### src/rtl/fp_subtractor_seq.sv
// rtl/fp_subtractor_seq.sv - multi-cycle IEEE-754 subtractor, res = num0 - num1
// Purpose: binary32/binary64 subtraction with a valid/ready handshake and a
//   bit-serial align/normalize FSM (IDLE, CHECK, ALIGN, ARITH, NORM, ROUND, DONE).
// Ports:
//   clk, rst          rising-edge clock, synchronous active-high reset
//   in_valid/in_ready operand handshake (num0 minuend, num1 subtrahend)
//   out_valid/out_ready result handshake (res held stable until consumed)
//   overflow, zero, NaN, precisionLost, flagRaised  status flags, valid with out_valid
module fp_subtractor_seq #(
  parameter int BIT_SIZE            = 32,
  parameter int ROUNDING_TYPE       = 0,
  parameter bit ENABLE_FLAGS_MASTER = 1'b1,
  parameter bit ENABLE_FLAGS_COMMON = 1'b1,
  parameter bit ENABLE_FLAGS_OF     = 1'b1,
  parameter bit ENABLE_FLAGS_ZERO   = 1'b1,
  parameter bit ENABLE_FLAGS_NaN    = 1'b1,
  parameter bit ENABLE_FLAGS_PLost  = 1'b1
) (
  input  logic                clk,
  input  logic                rst,
  input  logic                in_valid,
  output logic                in_ready,
  input  logic [BIT_SIZE-1:0] num0,
  input  logic [BIT_SIZE-1:0] num1,
  output logic                out_valid,
  input  logic                out_ready,
  output logic [BIT_SIZE-1:0] res,
  output logic                overflow,
  output logic                zero,
  output logic                NaN,
  output logic                precisionLost,
  output logic                flagRaised
);

  if (BIT_SIZE != 32 && BIT_SIZE != 64) begin : gBadSize
    $error("fp_subtractor_seq: BIT_SIZE must be 32 or 64");
  end

  localparam int EXP_SIZE      = (BIT_SIZE == 64) ? 11 : 8;
  localparam int FRACTION_SIZE = BIT_SIZE - EXP_SIZE - 1;
  // Working mantissa: {carry, hidden, fraction, guard, round, sticky}
  localparam int MW = FRACTION_SIZE + 5;
  // Exponent carries one extra bit so carry/round-up past the max is visible
  localparam int XW = EXP_SIZE + 1;
  localparam logic [XW-1:0] EXP_MAX = {1'b0, {EXP_SIZE{1'b1}}};
  localparam logic [BIT_SIZE-1:0] QNAN =
    {1'b0, {EXP_SIZE{1'b1}}, 1'b1, {(FRACTION_SIZE-1){1'b0}}};

  typedef enum logic [2:0] {IDLE, CHECK, ALIGN, ARITH, NORM, ROUND, DONE} stateT;
  stateT state, nextState;

  // Captured operands; bSign is already inverted so the rest is a plain add
  logic                     aSign, bSign;
  logic [EXP_SIZE-1:0]      aExp, bExp;
  logic [FRACTION_SIZE-1:0] aFrac, bFrac;

  // Working datapath
  logic          bigSign, effSub;
  logic [XW-1:0] expR, diffR;
  logic [MW-1:0] accR, smallR;

  // Registered result
  logic [BIT_SIZE-1:0] resR;
  logic                ovfR, zeroR, nanR, plR;

  // Combinational helpers
  logic                     aNaN, bNaN, aInf, bInf, aGeB;
  logic [XW-1:0]            aEffExp, bEffExp, diffC, bigEffExp;
  logic [MW-1:0]            aMant, bMant, bigMant, smallMant, sumC;
  logic                     specialC, spNan, spOvf, spZero;
  logic [BIT_SIZE-1:0]      specialRes;
  logic                     collapse, roundUp, expOvf;
  logic [FRACTION_SIZE+1:0] mantRnd;
  logic [FRACTION_SIZE:0]   mantFin;
  logic [XW-1:0]            expFin;
  logic [EXP_SIZE-1:0]      expField;
  logic [FRACTION_SIZE-1:0] fracField;
  logic [BIT_SIZE-1:0]      roundedRes;

  always_comb begin
    aNaN = (aExp == '1) && (aFrac != '0);
    bNaN = (bExp == '1) && (bFrac != '0);
    aInf = (aExp == '1) && (aFrac == '0);
    bInf = (bExp == '1) && (bFrac == '0);
    aGeB = {aExp, aFrac} >= {bExp, bFrac};

    // Exponent field 0 means hidden bit 0 with effective exponent 1
    aEffExp = (aExp == '0) ? XW'(1) : {1'b0, aExp};
    bEffExp = (bExp == '0) ? XW'(1) : {1'b0, bExp};
    aMant   = {1'b0, (aExp != '0), aFrac, 3'b000};
    bMant   = {1'b0, (bExp != '0), bFrac, 3'b000};

    bigEffExp = aGeB ? aEffExp : bEffExp;
    bigMant   = aGeB ? aMant : bMant;
    smallMant = aGeB ? bMant : aMant;
    diffC     = aGeB ? (aEffExp - bEffExp) : (bEffExp - aEffExp);

    specialC   = 1'b1;
    specialRes = '0;
    spNan      = 1'b0;
    spOvf      = 1'b0;
    spZero     = 1'b0;
    if (aNaN || bNaN) begin
      specialRes = QNAN;
      spNan      = 1'b1;
    end else if (aInf && bInf && (aSign != bSign)) begin
      specialRes = QNAN;
      spNan      = 1'b1;
    end else if (aInf) begin
      specialRes = {aSign, {EXP_SIZE{1'b1}}, {FRACTION_SIZE{1'b0}}};
      spOvf      = 1'b1;
    end else if (bInf) begin
      specialRes = {bSign, {EXP_SIZE{1'b1}}, {FRACTION_SIZE{1'b0}}};
      spOvf      = 1'b1;
    end else if ((aExp == bExp) && (aFrac == bFrac) && (aSign != bSign)) begin
      spZero = 1'b1;
    end else begin
      specialC = 1'b0;
    end

    // Beyond FRACTION_SIZE+3 every bit lands below sticky anyway
    collapse = diffR > XW'(FRACTION_SIZE + 3);
    sumC     = effSub ? (accR - smallR) : (accR + smallR);

    roundUp = (ROUNDING_TYPE == 1) && accR[2];
    mantRnd = {1'b0, accR[MW-2:3]} + {{(FRACTION_SIZE+1){1'b0}}, roundUp};
    if (mantRnd[FRACTION_SIZE+1]) begin
      mantFin = mantRnd[FRACTION_SIZE+1:1];
      expFin  = expR + XW'(1);
    end else begin
      mantFin = mantRnd[FRACTION_SIZE:0];
      expFin  = expR;
    end
    expOvf = mantFin[FRACTION_SIZE] && (expFin >= EXP_MAX);
    if (expOvf) begin
      expField  = '1;
      fracField = '0;
    end else begin
      // No hidden bit after normalization means subnormal: field 0
      expField  = mantFin[FRACTION_SIZE] ? expFin[EXP_SIZE-1:0] : '0;
      fracField = mantFin[FRACTION_SIZE-1:0];
    end
    roundedRes = {bigSign, expField, fracField};
  end

  always_ff @(posedge clk) begin
    if (rst) begin
      state <= IDLE;
    end else begin
      state <= nextState;
    end
  end

  always_comb begin
    nextState = state;
    in_ready  = 1'b0;
    out_valid = 1'b0;
    case (state)
      IDLE: begin
        in_ready = !rst;
        if (in_valid) nextState = CHECK;
      end
      CHECK: begin
        if (specialC)          nextState = DONE;
        else if (diffC == '0)  nextState = ARITH;
        else                   nextState = ALIGN;
      end
      ALIGN: begin
        if (collapse || diffR == XW'(1)) nextState = ARITH;
      end
      ARITH: begin
        if (sumC == '0)
          nextState = DONE;
        else if (sumC[MW-1] || (!sumC[MW-2] && expR > XW'(1)))
          nextState = NORM;
        else
          nextState = ROUND;
      end
      NORM: begin
        // Leave after the carry shift, or once this left shift lands the
        // hidden bit or reaches the subnormal exponent
        if (accR[MW-1] || accR[MW-3] || expR == XW'(2)) nextState = ROUND;
      end
      ROUND: nextState = DONE;
      DONE: begin
        out_valid = 1'b1;
        if (out_ready) nextState = IDLE;
      end
      default: nextState = IDLE;
    endcase
  end

  always_ff @(posedge clk) begin
    if (rst) begin
      resR  <= '0;
      ovfR  <= 1'b0;
      zeroR <= 1'b0;
      nanR  <= 1'b0;
      plR   <= 1'b0;
    end else begin
      case (state)
        IDLE: begin
          if (in_valid) begin
            aSign <= num0[BIT_SIZE-1];
            aExp  <= num0[BIT_SIZE-2:FRACTION_SIZE];
            aFrac <= num0[FRACTION_SIZE-1:0];
            bSign <= ~num1[BIT_SIZE-1];
            bExp  <= num1[BIT_SIZE-2:FRACTION_SIZE];
            bFrac <= num1[FRACTION_SIZE-1:0];
          end
        end
        CHECK: begin
          accR    <= bigMant;
          smallR  <= smallMant;
          expR    <= bigEffExp;
          diffR   <= diffC;
          bigSign <= aGeB ? aSign : bSign;
          effSub  <= aSign ^ bSign;
          if (specialC) begin
            resR  <= specialRes;
            nanR  <= spNan;
            ovfR  <= spOvf;
            zeroR <= spZero;
            plR   <= 1'b0;
          end
        end
        ALIGN: begin
          if (collapse) begin
            smallR <= {{(MW-1){1'b0}}, |smallR};
            diffR  <= '0;
          end else begin
            smallR <= {1'b0, smallR[MW-1:2], smallR[1] | smallR[0]};
            diffR  <= diffR - XW'(1);
          end
        end
        ARITH: begin
          accR <= sumC;
          if (sumC == '0) begin
            resR  <= '0;
            zeroR <= 1'b1;
          end
        end
        NORM: begin
          if (accR[MW-1]) begin
            accR <= {1'b0, accR[MW-1:2], accR[1] | accR[0]};
            expR <= expR + XW'(1);
          end else begin
            accR <= {accR[MW-2:0], 1'b0};
            expR <= expR - XW'(1);
          end
        end
        ROUND: begin
          resR  <= roundedRes;
          ovfR  <= expOvf;
          zeroR <= 1'b0;
          nanR  <= 1'b0;
          plR   <= |accR[2:0];
        end
        DONE: begin
          if (out_ready) begin
            ovfR  <= 1'b0;
            zeroR <= 1'b0;
            nanR  <= 1'b0;
            plR   <= 1'b0;
          end
        end
        default: ;
      endcase
    end
  end

  always_comb begin
    res           = resR;
    overflow      = ENABLE_FLAGS_MASTER && ENABLE_FLAGS_OF    && out_valid && ovfR;
    zero          = ENABLE_FLAGS_MASTER && ENABLE_FLAGS_ZERO  && out_valid && zeroR;
    NaN           = ENABLE_FLAGS_MASTER && ENABLE_FLAGS_NaN   && out_valid && nanR;
    precisionLost = ENABLE_FLAGS_MASTER && ENABLE_FLAGS_PLost && out_valid && plR;
    flagRaised    = ENABLE_FLAGS_MASTER && ENABLE_FLAGS_COMMON &&
                    (overflow || zero || NaN || precisionLost);
  end

endmodule

### config.mk
export PLATFORM = sky130hd
export DESIGN_NAME = fp_subtractor_seq
export DESIGN_NICKNAME = d
export VERILOG_FILES = /design/src/rtl/fp_subtractor_seq.sv
export SDC_FILE = /design/constraint.sdc
export NUM_CORES = 1
export LEC_CHECK = 0
export BUFFER_PORTS_ARGS = -buffer_cell sky130_fd_sc_hd__buf_2
export CAP_MARGIN = 20
export CELL_PAD_IN_SITES_DETAIL_PLACEMENT = 2
export CELL_PAD_IN_SITES_GLOBAL_PLACEMENT = 2
export CORE_UTILIZATION = 39
export DETAILED_ROUTE_END_ITERATION = 8
export PLACE_DENSITY_LB_ADDON = 0.25
export SYNTH_ARGS = -nofsm -noshare
export SYNTH_HDL_FRONTEND = slang
export SYNTH_SLANG_ARGS = --single-unit
### constraint.sdc
create_clock -name clk -period 5.55 [get_ports clk]
set_input_delay 0.8325 -clock clk [delete_from_list [all_inputs] [get_ports clk]]
set_output_delay 0.8325 -clock clk [all_outputs]
set_load 0.01 [all_outputs]
==> metrics, run 1 <==
status finished with violations; violated checks DRC; routed length on met3 1620 um; Critical Path Start Type flop; Final Max Tran Viols 0; Synth cell types 76; Pre-antenna DRT Iters 8; Slew @ Worst Pin 1.07 ns; share of cells above drive strength 1 0.138; worst path cell trace or4_1 > nor2_2 > and3_2 > nor2_1 > xnor2_1 > ha_1 > nand2_1 > or4_1 > a31oi_1 > a31oi_1 > xnor2_1 > nor4_4 > a41oi_2 > or2_1 > buf_4 > a32o_1; die width 179 um; Worst-path clk slew 0.08 ns; TritonCTS clock tree done; combinational share of power 0.377; biggest cell delay along the critical path 0.65 ns; DPL Wire Length 32600 um; number of buffers created by CTS 17; antenna violations before repair 0; die height 179 um; Final min period 5.31 ns; WL met1 20600 um; # diodes 0; Synth Net Count 1467; adder-cell share of the synthesized area 0.0894; RSZ-0062 raised after global routing no; post-synthesis cell count 1313; internal power 2.97 mW; FMAX 0.188 GHz; setup TNS 0 ns; largest net degree at the start of global routing 69; Sw Share 0.407; clock tree buffer depth 2; Starting Density 0.398; Iter 0 DRT Violations 597; Critical path buffers and inverters 1; DR vias 10800; Fillers 3328; Slew HR 0.287; Arr. time, crit path 5.66 ns; Reg power frac 0.371; Top Layer Used met4; final hold slack 0.454 ns; DR WL/cell 24.2 um; ANT nets after route 0; Hold Path Class flop to flop; Hold Fails Final Rpt 0; slowest CP cell or4_1; final wirelength 43100 um; most frequent cells in the layout edfxtp_1, nor2_1, a21oi_1, buf_2, nand2_1; Sw Pwr 2.04 mW; mapped cell area 0.0123 mm2; XOR/XNOR share of the synthesized area 0.0462; clock share of power 0.252; cell taking the most area after synthesis edfxtp_1; reg2reg setup slack 0.24 ns; row count 64; I/O pin cnt 107; Lkg Pwr 5.44 nW; critical path class flop to flop; VDD IR max 0.000241 V; Crit Path Max Fanout 33; EDFF count, synth 139; Most used DFF post-synth edfxtp_1; CP Capture Type flop; mux share of post-synthesis cell area 0.0493; Critical Path RT 5.90 ns; Largest delay share family, worst path simple AND/OR/NAND/NOR gates; clk_lat worst skew 0.47 ns; most common cell after layout, fill and taps aside edfxtp_1; Worst Skew 0.0126 ns; flops & latches, synth 178; total core area 0.0308 mm2; vias in the first global route 11500; Total GRT Usage 0.270; RD Place Congestion 0.901; met2 WL 20400 um; Max Cap Viol 0; H-tree levels 4; Pwr Density 363 mW/mm2; syn avg cell area 9.36 um2; asr flop ratio synth 0; clock sinks 178; Final period util 0.956; Via density 6.05; area share of the leading cell type in the synthesized netlist 0.340; clk root buf clkbuf_16; complex-gate fraction of the synthesized area 0.200; drt drc 4; first-pass GRT wire length 67200 um; Post-Synth Simple-Gate Area 0.161; Port Buffers 106; leading cell types by total area after synthesis edfxtp_1, ha_1, dfxtp_1; post-synthesis sequential area ratio 0.403; Final setup viols 0; die area 0.0322 mm2; Yosys warnings 0; fin nets 1530; total grt overflow 0; Area growth, synth to finish 12.2%; largest family of logic cells by synthesized area compound AO/OA/AOI/OAI gates
[power by group through the flow]
| stage | clock network (mW) | registers (mW) | logic [mW] |
|---|---|---|---|
| final | 1.26 | 1.86 | 1.89 |
| after global routing | 1.33 | 1.88 | 2.05 |
| after CTS | 1.28 | 1.85 | 1.87 |
| after detailed placement | 0 | 1.88 | 1.84 |
| after global placement | 0 | 1.87 | 1.78 |
| after floorplan | 0 | 1.79 | 1.33 |
[path summary, 6_finish.rpt]
path,from,to,cells after the start
setup / recovery,smallR[3]$_DFFE_PP_,res[10]$_SDFFE_PP0P_,16
hold / removal,plR$_SDFFE_PP0P_,plR$_SDFFE_PP0P_,2
setup reg to reg,smallR[3]$_DFFE_PP_,res[10]$_SDFFE_PP0P_,16
hold reg to reg,plR$_SDFFE_PP0P_,plR$_SDFFE_PP0P_,2
[routing by layer]
layer,track usage,up-vias
met2,0.443,236
met5,0,-
met4,0.0648,0
li1,-,5052
met3,0.0334,41
met1,0.378,5475
[metrics by stage]
step / worst slack [ns] / std cells / total power, mW / util / cell area [um2]
after floorplan: 0.481 / 1313 / 3.11 / - / 12300
after CTS: 0.0217 / 1785 / 5.00 / 0.446 / 13800
after detailed placement: 0.0822 / 1753 / 3.72 / 0.427 / 13200
after global placement: 0.257 / 1753 / 3.65 / 0.427 / 13200
final: 0.242 / 1785 / 5.01 / 0.447 / 13800
after global routing: 0.0346 / 1785 / 5.26 / 0.447 / 13800
[logic make-up after synthesis]
logic type,Yosys count
and+or+nand+nor,397
AOI/OAI and AO/OA,370
DFF,178
buffers and inverters,158
adders and majority gates,86
xor gates and xnor gates,64
muxes,60
[worst min-delay path: stages (launching register included)]
cell and delay, ns:
dfxtp_1 0.31, nand2_1 0.05, a21oi_1 0.05
[cells in the mapped netlist, drive strengths merged, types with 20 or more instances]
cell,n
a21oi,107
nor4,31
o21ai,80
xnor2,48
edfxtp,139
ha,83
dfxtp,39
nand4,23
mux2i,56
nor3,31
clkbuf,68
inv,74
nand3,37
a32o,22
a211oi,20
nand2,88
nor2,110
[final cells by class]
| type | count | area [um2] | area share |
|---|---|---|---|
| Clock buffer | 17 | 425 | 0.0309 |
| Clock inverter | 15 | 170 | 0.0123 |
| Timing Repair Buffer | 126 | 693 | 0.0503 |
| Sequential cell | 178 | 4950 | 0.359 |
| Multi-Input combinational cell | 977 | 6760 | 0.491 |
| Tap cell | 396 | 495 | 0.0359 |
| Inverter | 76 | 285 | 0.0207 |
[registers in the layout (all words and copies together), names as in the netlist]
signal,flops
res,32
accR,28
smallR,27
aFrac,23
bFrac,23
diffR,9
expR,9
aExp,8
bExp,8
state,3
aSign,1
bSign,1
bigSign,1
effSub,1
nanR,1
ovfR,1
plR,1
zeroR,1
[repair_timing]
item                                    4_1_cts  5_1_grt
hold buffers                                  0        0
setup buffers                                 0        0
resized for setup                             0        7
endpoints found under the setup margin        0       33
No activity file was read; power rests on OpenSTA's default activity.
==> inputs of run 2 (changes only) <==
Settings changed: GPL_TIMING_DRIVEN from default to 0.
==> run 2 against run 1 <==
The run still ends with DRC left. Critical path depth rose by 3. Final cell count grew 3.6%. Sequential power fell by 2%. Critical path type unchanged. Largest cell class unchanged. Largest power group unchanged. Highest routed layer unchanged.
==> metrics, run 2 (synthesized netlist as in run 1, its figures left out) <==
most common cell after layout, fill and taps aside edfxtp_1; most frequent cells in the layout edfxtp_1, nor2_1, buf_2; I/O pin cnt 107 (unchanged); H-tree levels 4 (unchanged); biggest cell delay along the critical path 0.62 ns (-0.03 ns); placed insts 1821 (+3.9%); total grt overflow 0 (unchanged); Slew @ Worst Pin 0.928 ns (-0.141 ns); Critical Path RT 5.90 ns (about the same); Lkg Pwr 5.54 nW (+1.8%); Iter 0 DRT Violations 745 (+25%); die width 179 um (unchanged); die height 179 um (unchanged); Final period util 0.982 (+0.0251); Pwr Density 362 mW/mm2 (-0.32%); total power 5.11 mW (+2.2%); Pre-antenna DRT Iters 9 (+1); max FFs per register 32 (unchanged); Slew HR 0.366 (+0.0783); Critical path buffers and inverters 3 (+2); Max Cap Viol 0 (unchanged); # diodes 0 (unchanged); Fillers 3339 (+0.33%); FMAX 0.184 GHz (-2.6%); post-layout util 0.458 (+0.0112); Final setup viols 0 (unchanged); DPL Wire Length 35800 um (+9.8%); largest net degree at the start of global routing 47 (-32%); Via density 6.06 (+0.16%); Critical Path Start Type flop; Area growth, synth to finish 15.0%; total core area 0.0308 mm2 (unchanged); CTS Hold Buffers Added 0 (unchanged); die area 0.0322 mm2 (unchanged); fin cells 1850 (+3.6%); Worst-path clk slew 0.07 ns (about the same); share of cells above drive strength 1 0.137 (-0.000645); first-pass GRT wire length 71100 um (+5.9%); ANT nets after route 0 (unchanged); number of buffers created by CTS 17 (unchanged); Largest delay share family, worst path simple AND/OR/NAND/NOR gates; status finished with violations; violated checks DRC; worst path cell trace or4_4 > nor4b_4 > and3_2 > a21oi_1 > xnor2_2 > ha_1 > clkbuf_1 > a21oi_1 > o21bai_1 > a21oi_1 > o21ai_0 > a21oi_1 > o32ai_1 > nor4_4 > a41oi_4 > or2_1 > buf_6 > buf_6 > a32o_1; Crit Path Max Fanout 10 (-70%); Final Max Tran Viols 0 (unchanged); clk root buf clkbuf_16; slowest CP cell or4_4; critical path class flop to flop; vias in the first global route 12200 (+6.5%); drt drc 6 (+2); Port Buffers 106 (unchanged); clock sinks 178 (unchanged); Arr. time, crit path 5.80 ns (+0.14 ns); VDD IR max 0.000272 V (+13%); Worst Skew 0.0207 ns (+0.00814 ns); DR WL/cell 24.7 um (+2.2%); DR vias 11200 (+3.8%); clock tree buffer depth 2 (unchanged); Starting Density 0.398 (unchanged); TritonCTS clock tree done; most frequent CP cell a21oi_1; Hold Path Class flop to flop; CP Capture Type flop; Final min period 5.45 ns (+0.139 ns); Total GRT Usage 0.286 (+0.0165); Hold Fails Final Rpt 0 (unchanged); fin nets 1595 (+4.2%); RD Place Congestion 0.900 (-0.16%); clk_lat worst skew 0.47 ns (about the same); row count 64 (unchanged); final wirelength 45700 um (+5.9%); antenna violations before repair 0 (unchanged)
## run 2: changes by cell type in the layout (fill, tap and decap cells not counted), moves of 4 or more
cell | before | now
clkbuf_1 | 0 | 64
xnor2_1 | 47 | 42
buf_1 | 0 | 9
buf_6 | 0 | 7
clkinv_2 | 0 | 5
xnor2_2 | 1 | 6
buf_4 | 19 | 3
a21oi_1 | 106 | 102
## run 2: worst reg2reg max path: cells and delay by family (launching register included)
kind / cells / cell delay, ns
simple gates: 5 / 1.95
compound gates: 9 / 1.91
buf+inv: 3 / 0.50
flops: 1 / 0.46
fa+ha+maj: 1 / 0.28
xor+xnor: 1 / 0.25
## run 2: final cells by class
type,count,area (um2),share of cell area
Inverter,76,285,0.0202
Clock buffer,17,425,0.0301
Buffer,78,327,0.0231
Clock inverter,15,130,0.00921
Sequential cell,178,4950,0.351
Multi-Input combinational cell,977,6890,0.487
Timing Repair Buffer,113,627,0.0444
Tap cell,396,495,0.0351
## run 2: per-layer routing
layer  vias to the layer above  wire length (um)  share of wire  track usage
met1                      5737             20500           0.45        0.373
met3                        62              1840          0.040       0.0377
met2                       256             22200           0.49        0.493
met5                         -                 0              0            0
li1                       5160                 -              -            -
met4                         0              1050          0.023       0.0893
## run 2: per-stage QoR
stage / area [um2] / hold slack (ns) / setup TNS, ns / setup WS, ns
2_1_floorplan: 12300 / 0.427 / 0 / 0.481
3_3_place_gp: 13300 / 0.439 / -28.00 / -0.878
3_5_place_dp: 13400 / 0.450 / -35.06 / -1.07
4_1_cts: 14100 / 0.462 / 0 / 0.00844
5_1_grt: 14100 / 0.492 / -2.07 / -0.102
6_report: 14100 / 0.464 / 0 / 0.102
## run 2: path summary, 6_finish.rpt
| path | from | to | slack, ns | depth (start not counted) |
|---|---|---|---|---|
| worst min-delay path | zeroR$_SDFFE_PP0P_ | zeroR$_SDFFE_PP0P_ | 0.46 | 2 |
| worst min register to register | zeroR$_SDFFE_PP0P_ | zeroR$_SDFFE_PP0P_ | 0.46 | 2 |
| worst max-delay path | smallR[7]$_DFFE_PP_ | res[3]$_SDFFE_PP0P_ | 0.10 | 19 |
| worst max register to register | smallR[7]$_DFFE_PP_ | res[3]$_SDFFE_PP0P_ | 0.10 | 19 |
## run 2: what timing repair did
item | 4_1_cts | 5_1_grt
setup buffers | 1 | 0
setup endpoints to repair | 35 | 35
resized for setup | 14 | 16
pin swaps | 2 | 3
## run 2: where the power goes
group          switching (mW)  internal (mW)  total [mW]
logic                    1.36          0.717        2.07
registers               0.175           1.65        1.82
clock network           0.596          0.623        1.22
total                    2.13           2.99        5.11
